## config.mk

```make
export PLATFORM = sky130hd
export DESIGN_NAME = timing_sequencer
export DESIGN_NICKNAME = d
export VERILOG_FILES = /design/src/rtl/timing_sequencer.sv
export SDC_FILE = /design/constraint.sdc
export NUM_CORES = 1
export LEC_CHECK = 0
export BUFFER_PORTS_ARGS = -buffer_cell sky130_fd_sc_hd__buf_2
export CORE_MARGIN = 4
export CORE_UTILIZATION = 53
export CTS_CLUSTER_DIAMETER = 80
export DETAILED_ROUTE_END_ITERATION = 10
export PLACE_DENSITY = 0.75
export SLEW_MARGIN = 10
export SYNTH_ARGS = -nofsm -noshare
export SYNTH_HDL_FRONTEND = slang
export SYNTH_SLANG_ARGS = --single-unit
```

## constraint.sdc

```tcl
create_clock -name clk -period 2.7 [get_ports clk]
set_input_delay 0.54 -clock clk [delete_from_list [all_inputs] [get_ports clk]]
set_output_delay 0.54 -clock clk [all_outputs]
set_load 0.005 [all_outputs]
```

## src/rtl/timing_sequencer.sv

```systemverilog
// timing_sequencer: one-hot T-state generator with stall, early termination, restart, wrap pulse and completed-instruction counter
module timing_sequencer #(
  parameter int NUM_STATES = 7,
  parameter int IDX_W      = 3,
  parameter int CNT_W      = 16
) (
  input  logic                  clk,
  input  logic                  clear_n,
  input  logic                  restart,
  input  logic                  hold,
  input  logic                  last,
  output logic [NUM_STATES-1:0] seq,
  output logic [IDX_W-1:0]      step,
  output logic                  wrap,
  output logic [CNT_W-1:0]      instr_count
);
  logic legal;
  logic done;
  // legal means exactly one bit set; done means this edge completes the instruction
  always_comb begin
    legal = (|seq) && ~|(seq & (seq - NUM_STATES'(1)));
    done  = last | seq[NUM_STATES-1];
  end
  // state advance with restart/illegal recovery over hold over completion over stepping
  always_ff @(posedge clk or negedge clear_n) begin
    if (!clear_n) begin
      seq         <= NUM_STATES'(1);
      step        <= '0;
      wrap        <= 1'b0;
      instr_count <= '0;
    end else if (restart || !legal) begin
      seq  <= NUM_STATES'(1);
      step <= '0;
      wrap <= 1'b0;
    end else if (hold) begin
      wrap <= 1'b0;
    end else if (done) begin
      seq         <= NUM_STATES'(1);
      step        <= '0;
      wrap        <= 1'b1;
      instr_count <= instr_count + CNT_W'(1);
    end else begin
      seq  <= seq << 1;
      step <= step + IDX_W'(1);
      wrap <= 1'b0;
    end
  end
endmodule

```

==> impl_metrics.tcl <==
set metrics [dict create \
    dr.pass1.iters 4 \
    reg2reg_to "instr_count[9]$_DFFE_PN0P_" \
    grt_pass1_wl_um 5050 \
    arrival_ps 2660 \
    area_growth_pct 14.4 \
    synth_compound_area_share_pct 23.6 \
    crit_path_max_fanout 15 \
    die_area_um2 3770 \
    grt_usage_pct 17.8 \
    startpoint_type "flip-flop" \
    hp-class "in2async" \
    slew_headroom_pct 62.1 \
    ys_top_cells_by_count "dfrtp_1 (26), xor2_1 (15), nand3_1 (9)" \
    cts_tree "done" \
    clk_latency_ps 320 \
    die_h_um 61.4 \
    grt_setup_unrepaired "false" \
    synth_edf_count 0 \
    root_buffer "clkbuf_4" \
    nets 172 \
    synthCells 131 \
    htreeDepth 1 \
    max_stage_delay_ps 660 \
    cts.repair.resized 0 \
    layout-drive-gt1-share_pct 33.5 \
    yosysTopAreaCell "dfrtp_1" \
    powerDensity_nw_per_um2 510 \
    core_region_area_um2 2730 \
    via_per_inst 5.88 \
    crit_path_top_delay_cell "a2111oi_0" \
    reg2reg_slack_ps 240 \
    yosysWarnings 0 \
    async_flop_share_pct 100 \
    numCtsBuffers 3 \
    ys_types 44 \
    place_congestion 0.759 \
    grt_pass1_vias 1097 \
    layout.cells.non_filler 195 \
    dp_cells 191 \
    postRouteAntennaNets 0 \
    ys_seq_area_share_pct 44.7 \
    r2r_start "seq[1]$_DFFE_PN0P_" \
    fin_tns_setup_ps 0 \
    post_cts_buffers 0 \
    drc 0 \
    ios 32 \
    synth_top_area_share_pct 43.0 \
    synthSimpleGateAreaFrac_pct 16.5 \
    ys_ff_latch 27 \
    wl_per_cell_um 15.3 \
    finalWirelength_um 2980 \
    drtIter0Drc 39 \
    finalHoldViolCount 0 \
    clkSlewWorstSetupHoldPaths_ps 150 \
    leakage_nw 0.826 \
    cts_sinks 27 \
    holdBufCountCts 0 \
    max_cap_viol_count 0 \
    grt_max_degree 28 \
    die_x_um 61.4 \
    synth-main-ff-cell "dfrtp_1" \
    fin_crit_ps 2460 \
    cts_buffer_depth 2 \
    synthAdderAreaFrac_pct 2.32 \
    vias 1146 \
    synth_most_common_cell "dfrtp_1" \
    end_kind "flip-flop" \
    cp.required_ps 2900 \
    syn_area_um2 1510 \
    initial_core_util_pct 55.3 \
    numPortBuffers 31 \
    outcome "completed" \
    fin_skew_ps 6.72 \
    synthXorXnorAreaFrac_pct 9.26 \
    synthMuxAreaShare_pct 0.744 \
    syn-num-nets 138 \
    gr-total-overflow 0 \
    crit_chain "or4_4 > o21ai_4 > nand4b_4 > a2111oi_0 > xor2_1" \
    r2r_cells 5 \
    antenna_cells 0 \
    path_class "reg2reg" \
    fmax_mhz 407 \
    fillers 220 \
    peakVddDrop_v 0.000419 \
    num_rows 19 \
    syn_avg_cell_area_um2 11.5 \
    ys_top_cells_by_area "dfrtp_1 (43%), xor2_1 (8.7%), a2111oi_4 (5.5%)" \
    fin_crit_sh_pct 91.0 \
    slew_violations 0 \
    synth_top_family_by_area "compound AO/OA/AOI/OAI gates" \
    dp_hpwl_um 2220 \
    antenna_found_initial 0 \
    tightest_slew_ps 554 \
    setup_violations 0 \
]
[sequential cells by signal, indices dropped and copies added, names as in the netlist]
| name | flops |
|---|---|
| step | 3 |
| wrap | 1 |
| seq | 7 |
| instr_count | 16 |
[layout make-up]
cell class / instances / area, um^2 / share of cell area [%]
inverters: 4 / 15.0 / 0.868
multi-input cells: 95 / 792 / 45.8
well taps: 31 / 38.8 / 2.24
repair buffers: 34 / 178 / 10.3
clock buffers: 3 / 22.5 / 1.30
clock inverters: 1 / 7.51 / 0.434
flip-flops and latches: 27 / 677 / 39.1
[through the flow]
step                power [mW]  util (%)  hold slack, ps  area [um^2]  setup WS [ps]
floorplan                0.633         -             244         1510            550
global placement         0.712      62.2             454         1700            378
detailed placement       0.719      62.2             459         1700            267
CTS                      0.898      63.3             207         1730            257
global route             0.945      63.3             221         1730           63.7
finish                   0.883      63.3             195         1730            243
[logic make-up (layout without fill, tap and decap cells)]
group / count (synthesis) / after routing
mux: 1 / 1
simple gates: 42 / 42
fa+ha+maj: 3 / 3
xor+xnor: 16 / 16
buf+inv: 9 / 42
compound gates: 33 / 33
flops: 27 / 27
[cell usage in the layout (no fill, tap or decap), drive strengths merged, types with 2 or more instances in the layout]
master | netlist | final
a32o | 5 | 5
xor2 | 15 | 15
nor2 | 6 | 6
nand2 | 8 | 8
nand3 | 9 | 9
a2111oi | 11 | 11
nand4 | 3 | 3
a21oi | 5 | 5
clkbuf | 2 | 3
nand3b | 2 | 2
o21ai | 2 | 2
dfrtp | 26 | 26
inv | 4 | 4
ha | 2 | 2
nor3 | 2 | 2
buf | 3 | 34
nor4 | 3 | 3
nand4b | 2 | 2
a21o | 2 | 2
a211oi | 3 | 3
[worst max path at each step]
| stage | start | endpoint | slack, ps |
|---|---|---|---|
| after floorplan | seq[1]$_DFFE_PN0P_ | instr_count[7]$_DFFE_PN0P_ | 550 |
| after global placement | seq[1]$_DFFE_PN0P_ | instr_count[9]$_DFFE_PN0P_ | 380 |
| after detailed placement | seq[1]$_DFFE_PN0P_ | instr_count[9]$_DFFE_PN0P_ | 270 |
| after CTS | seq[1]$_DFFE_PN0P_ | instr_count[9]$_DFFE_PN0P_ | 260 |
| after global routing | seq[1]$_DFFE_PN0P_ | instr_count[9]$_DFFE_PN0P_ | 60 |
| final | seq[1]$_DFFE_PN0P_ | instr_count[9]$_DFFE_PN0P_ | 240 |
[metal layers]
layer  routed length, um  track usage [%]  up-vias
li1                    -                -      579
met1                1370             23.7      545
met2                1480             30.1       20
met3                 115             2.73        2
met4                  21             5.45        0
met5                   0                0        -
[power breakdown]
group / switching [mW] / internal (mW)
combinational: 0.127 / 0.0827
sequential: 0.0531 / 0.444
clock: 0.118 / 0.0565
total: 0.299 / 0.584
[critical path: cells and delay by family, from the launching register on]
family                    cells  cell delay (ps)
and+or+nand+nor               2              900
AOI/OAI and AO/OA             2              850
xor gates and xnor gates      1              120
DFF                           1              470
Note: power is estimated with default switching activity, not from simulation.
